$ cat src/rtl/flash_burst_reader.sv
// Streams word_count flash words from start_addr through a prefetch FIFO,
// issuing burst reads only when the FIFO has room for the whole burst.
module flash_burst_reader #(
  parameter int ADDR_W     = 23,
  parameter int DATA_W     = 32,
  parameter int BURST_MAX  = 4,
  parameter int FIFO_DEPTH = 8,
  parameter int CNT_W      = 16
) (
  input  logic              clk,
  input  logic              reset,
  input  logic              start,
  input  logic [ADDR_W-1:0] start_addr,
  input  logic [CNT_W-1:0]  word_count,
  output logic              busy,
  output logic              done,
  output logic [DATA_W-1:0] out_data,
  output logic              out_valid,
  input  logic              out_ready,
  output logic [ADDR_W-1:0] flash_addr,
  output logic              flash_read,
  output logic [4:0]        flash_burstcount,
  input  logic              flash_waitrequest,
  input  logic [DATA_W-1:0] flash_readdata,
  input  logic              flash_readdatavalid
);

  localparam int PW = (FIFO_DEPTH > 1) ? $clog2(FIFO_DEPTH) : 1;
  localparam int CW = $clog2(FIFO_DEPTH + 1);

  typedef enum logic [1:0] {
    IDLE,
    ISSUE,
    COLLECT,
    FINISH
  } state_t;

  state_t state, state_nxt;

  logic [ADDR_W-1:0] cur_addr;
  logic [CNT_W-1:0]  remaining;
  logic [CNT_W-1:0]  target;
  logic [CNT_W-1:0]  delivered;
  logic [4:0]        beats;
  logic [4:0]        burst;

  logic [DATA_W-1:0] mem [FIFO_DEPTH];
  logic [PW-1:0]     wptr, rptr;
  logic [CW-1:0]     count;

  logic space, accept, wr, rd, last_beat, fin_ok;

  function automatic logic [PW-1:0] ptr_inc(input logic [PW-1:0] p);
    return (32'(p) == FIFO_DEPTH - 1) ? '0 : p + PW'(1);
  endfunction

  assign burst = (remaining < CNT_W'(BURST_MAX)) ?
                 5'(remaining) : 5'(BURST_MAX);

  // Whole burst must fit so a returned beat never meets a full FIFO.
  assign space     = (32'(count) + 32'(burst)) <= FIFO_DEPTH;
  assign accept    = flash_read && !flash_waitrequest;
  assign wr        = (state == COLLECT) && flash_readdatavalid;
  assign rd        = out_valid && out_ready;
  assign last_beat = wr && (beats == 5'd1);
  assign fin_ok    = (count == '0) && (delivered == target);

  assign out_valid = (count != '0);
  assign out_data  = mem[rptr];

  always_ff @(posedge clk or posedge reset) begin
    if (reset) state <= IDLE;
    else       state <= state_nxt;
  end

  always_comb begin
    state_nxt = state;
    unique case (state)
      IDLE: begin
        if (start)
          state_nxt = (word_count == '0) ? FINISH : ISSUE;
      end
      ISSUE: begin
        if (accept) state_nxt = COLLECT;
      end
      COLLECT: begin
        if (last_beat)
          state_nxt = (remaining != '0) ? ISSUE : FINISH;
      end
      FINISH: begin
        if (fin_ok) state_nxt = IDLE;
      end
      default: state_nxt = IDLE;
    endcase
  end

  always_comb begin
    busy             = (state != IDLE);
    done             = (state == FINISH) && fin_ok;
    flash_read       = (state == ISSUE) && space;
    flash_addr       = flash_read ? cur_addr : '0;
    flash_burstcount = flash_read ? burst : 5'd0;
  end

  always_ff @(posedge clk or posedge reset) begin
    if (reset) begin
      cur_addr  <= '0;
      remaining <= '0;
      target    <= '0;
      delivered <= '0;
      beats     <= '0;
    end else begin
      if (state == IDLE && start) begin
        cur_addr  <= start_addr;
        remaining <= word_count;
        target    <= word_count;
        delivered <= '0;
      end
      if (accept) begin
        cur_addr  <= cur_addr + ADDR_W'(burst);
        remaining <= remaining - CNT_W'(burst);
        beats     <= burst;
      end
      if (wr) beats <= beats - 5'd1;
      if (rd) delivered <= delivered + CNT_W'(1);
    end
  end

  always_ff @(posedge clk or posedge reset) begin
    if (reset) begin
      wptr  <= '0;
      rptr  <= '0;
      count <= '0;
    end else begin
      if (wr) wptr <= ptr_inc(wptr);
      if (rd) rptr <= ptr_inc(rptr);
      unique case ({wr, rd})
        2'b10:   count <= count + CW'(1);
        2'b01:   count <= count - CW'(1);
        default: count <= count;
      endcase
    end
  end

  always_ff @(posedge clk) begin
    if (wr) mem[wptr] <= flash_readdata;
  end

endmodule

$ cat config.mk
export PLATFORM = sky130hd
export DESIGN_NAME = flash_burst_reader
export DESIGN_NICKNAME = d
export VERILOG_FILES = /design/src/rtl/flash_burst_reader.sv
export SDC_FILE = /design/constraint.sdc
export NUM_CORES = 1
export LEC_CHECK = 0
export BUFFER_PORTS_ARGS = -buffer_cell sky130_fd_sc_hd__clkbuf_2
export CAP_MARGIN = 25
export CORE_MARGIN = 2
export CORE_UTILIZATION = 57
export CTS_CLUSTER_SIZE = 12
export DETAILED_ROUTE_END_ITERATION = 10
export HOLD_SLACK_MARGIN = 0.15
export PLACE_DENSITY = 0.83
export REMOVE_ABC_BUFFERS = 1
export SLEW_MARGIN = 10
export SYNTH_ARGS = -nofsm -noshare
export SYNTH_HDL_FRONTEND = slang
export SYNTH_SLANG_ARGS = --single-unit
$ cat constraint.sdc
create_clock -name clk -period 9.5 [get_ports clk]
set_clock_uncertainty 0.1 [all_clocks]
set_input_delay 1.425 -clock clk [delete_from_list [all_inputs] [get_ports clk]]
set_output_delay 1.425 -clock clk [all_outputs]
set_load 0.02 [all_outputs]
==> summary.txt <==
P_leak: 6.29 nW
Fin crit share: 0.649
Worst min-delay path class: register to register
Die Wd: 165 um
Syn Inst Count: 962
Synth-to-layout area growth: 14.9%
Routing usage on met3: 0.0457
Setup_tns: 0 ps
RSZ-0062 raised after global routing: false
Fmax: 162 MHz
Setup Fix Bufs, Post-CTS: 0
Crit Reg-Reg Startpoint: remaining[5]$_DFFE_PP0P_
Post-synthesis sequential area ratio: 0.670
Largest family of logic cells by synthesized area: multiplexers
# nets final: 1217
GRT Util Overall: 0.231
Overflow after GRT: 0
Die Area: 27200 um^2
Synth Cell Area: 14800 um^2
Sequential group share of total power: 0.425
Most common cell after layout, fill and taps aside: edfxtp_1
Max VDD drop: 0.000170 V
IO Port Bufs: 138
CP Buf/Inv Count: 3
Status: finished clean
Initial DRC count: 771
Power consumption: 4.75 mW
Worst slack, placed: 3890 ps
Pre-antenna DRT Iters: 4
Adder-Cell Fraction of Synth Area: 0.0210
Synth unique cells: 61
Clock power frac: 0.266
Setup WS post-layout: 3330 ps
Layout cells sized above 1: 0.279
Busiest layer in global routing: met2
EDFF count, synth: 256
Clock transition at path regs: 60 ps
Core area: 25300 um^2
Post-CTS Hold Buffers: 0
CP Launch Type: register
Logic pwr share: 0.309
Largest net degree at the start of global routing: 65
DRT antenna net count: 0
Hold path start: rptr[1]$_DFFE_PP0P_
First-pass GRT wire length: 48100 um
RD Place Congestion: 0.843
TritonCTS clock tree: built
Final Hold Fails: 0
Worst-path cell chain: or4_1 > or4_4 > nor3_1 > nand2_1 > inv_1 > ha_1 > a21o_1 > a211oi_1 > nor2_1 > a2111oi_2 > buf_4 > and2_1 > clkbuf_2
Main synth FF type: edfxtp_1
Max-slew violations: 0
Critical path arrival: 4640 ps
Latest clock arrival within the worst-skew pair: 520 ps
Initial antenna violation count: 2
FP Rows: 58
I/O Pins: 141
Area fraction in compound gates after synthesis: 0.0618
Net switching power: 1.54 mW
CP Class: register to output pin
Critical path endpoint category: output pin
Placed cells: 1408
Asr flop ratio synth: 0.256
Xor/xnor share of the synthesized area: 0.0142
WP data required: 7980 ps
Vias in the first global route: 8930
Mux cell area share after synthesis: 0.127
Inserted Clock Buffers: 36
Via-per-instance ratio: 6.00
Int Power: 3.21 mW
Crit-path leading delay family: simple AND/OR/NAND/NOR gates
WHS Endpoint: rptr[1]$_DFFE_PP0P_
Seq cells post-synth: 344
Smallest hold slack: 395 ps
Vias: 8826
Max-Cap Viols: 0
Simple-gate portion of the synthesized area: 0.0899
Critical Path Slowest Stage Cell: or4_1
Final WL: 30000 um
Synthesis Warnings: 0
Reg2reg end: cur_addr[6]$_DFFE_PP0P_
PD cells: 280 nW/um^2
Switching share of power: 0.324
Detail Placement HPWL: 18300 um
Layout Cells excl Fill: 1470
Synth Area per Inst: 15.3 um^2
Final setup violation count: 0
Post_cts resized: 0
WL/cell: 20.4 um
Starting density of the core: 0.583
Flop-to-flop setup slack: 4500 ps
Post-route DRC: 0
Die extent in y: 165 um
H-tree levels: 2
Max-slew headroom: 0.390
Clock root cell: clkbuf_16
Met2 GRT Util: 0.395
Slew @ Worst Pin: 915 ps
Clk sink count: 344
Clk buf depth: 3
Crit Path Max Fanout: 27
Final Critical Period: 6170 ps
Worst Reg-to-Reg Cells: 11
Met1 Usage GRT: 0.306
Commonest cells after routing, fill and taps aside: edfxtp_1 (256), clkbuf_2 (138), nand2_1 (114), dfrtp_1 (86), mux4_2 (64)
Hold path cells: 2
Worst path max stage delay: 550 ps
==> cells by family (layout without fill, tap and decap cells) <==
logic type / after synthesis / in the layout
xor gates and xnor gates: 24 / 24
and+or+nand+nor: 284 / 284
buffers and inverters: 60 / 233
muxes: 103 / 103
adders and majority gates: 23 / 23
DFF: 344 / 344
other: 2 / 7
AOI/OAI and AO/OA: 122 / 122
==> routing by layer <==
| layer | wire, um | share of wire | vias to the layer above |
|---|---|---|---|
| met5 | 13 | 0.00043 | - |
| met1 | 12300 | 0.41 | 4425 |
| met4 | 408 | 0.014 | 2 |
| met2 | 15100 | 0.50 | 333 |
| met3 | 2180 | 0.072 | 41 |
| li1 | - | - | 4025 |
==> power by group through the flow <==
| stage | clock network (mW) | logic [mW] | registers, mW |
|---|---|---|---|
| 5_1_grt | 1.36 | 1.62 | 2.05 |
| 6_report | 1.26 | 1.47 | 2.02 |
| 2_1_floorplan | 0 | 1.03 | 2.08 |
| 4_1_cts | 1.29 | 1.48 | 2.02 |
| 3_3_place_gp | 0 | 1.43 | 2.04 |
| 3_5_place_dp | 0 | 1.47 | 2.04 |
==> final cells by class <==
cell class | instances | area [um^2]
Antenna cell | 1 | 2.50
Clock buffer | 52 | 971
Clock inverter | 8 | 73.8
Fill cell | 1699 | 8360
Inverter | 18 | 68.8
Multi-Input combinational cell | 562 | 4710
Sequential cell | 344 | 9890
Tap cell | 330 | 413
Timing Repair Buffer | 155 | 831
==> registers in the layout, summed over array words and instances (netlist names) <==
signal and count:
count 4, rptr 3, remaining 16, mem 256
beats 5, target 16, cur_addr 23, wptr 3
delivered 16, state 2
==> worst reg2reg max path: stages (launching register included) <==
cell and delay, ps:
dfrtp_1 420, or4_1 550, or4_4 480, nor3_1 430, inv_1 270, ha_1 400, a21o_1 220, a2111oi_0 510
o21a_1 640, o21a_1 460, a21oi_1 130, a211o_1 270
==> stage by stage <==
| stage | utilization | cell area [um^2] |
|---|---|---|
| 6_report | 0.670 | 17000 |
| 5_1_grt | 0.670 | 17000 |
| 4_1_cts | 0.669 | 16900 |
| 3_5_place_dp | 0.628 | 15900 |
| 3_3_place_gp | 0.628 | 15900 |
| 2_1_floorplan | - | 14600 |
==> synth_stat cells, drive strengths merged (6+ instances only) <==
cell,number,share of area
buf,12,0.0036
o311ai,8,0.0047
and3,9,0.0038
nand3,17,0.0058
nor2,56,0.014
a21oi,9,0.0031
dfrtp,88,0.15
ha,20,0.017
o21ai,28,0.0095
xnor2,21,0.012
a311oi,8,0.0047
edfxtp,256,0.52
nand2,114,0.029
mux2,32,0.024
nor3,15,0.0051
nand4,14,0.0059
and2,33,0.014
mux2i,7,0.0047
inv,18,0.0046
a21o,8,0.0042
o22ai,6,0.0025
o211ai,15,0.0076
mux4,64,0.098
a211oi,13,0.0070
clkbuf,30,0.0076
nor4,8,0.0034
==> how the worst max path moves through the flow <==
stage | start | end | slack (ps) | cells past startpoint
after floorplan | remaining[5]$_DFFE_PP0P_ | flash_burstcount[0] | 1680 | 11
after global placement | remaining[5]$_DFFE_PP0P_ | flash_burstcount[0] | 4000 | 13
after detailed placement | remaining[5]$_DFFE_PP0P_ | flash_addr[12] | 3890 | 13
after CTS | remaining[5]$_DFFE_PP0P_ | flash_addr[12] | 3310 | 13
after global routing | remaining[5]$_DFFE_PP0P_ | flash_addr[12] | 2970 | 13
final | remaining[5]$_DFFE_PP0P_ | flash_addr[12] | 3330 | 13
(Power assumes the default switching activity.)
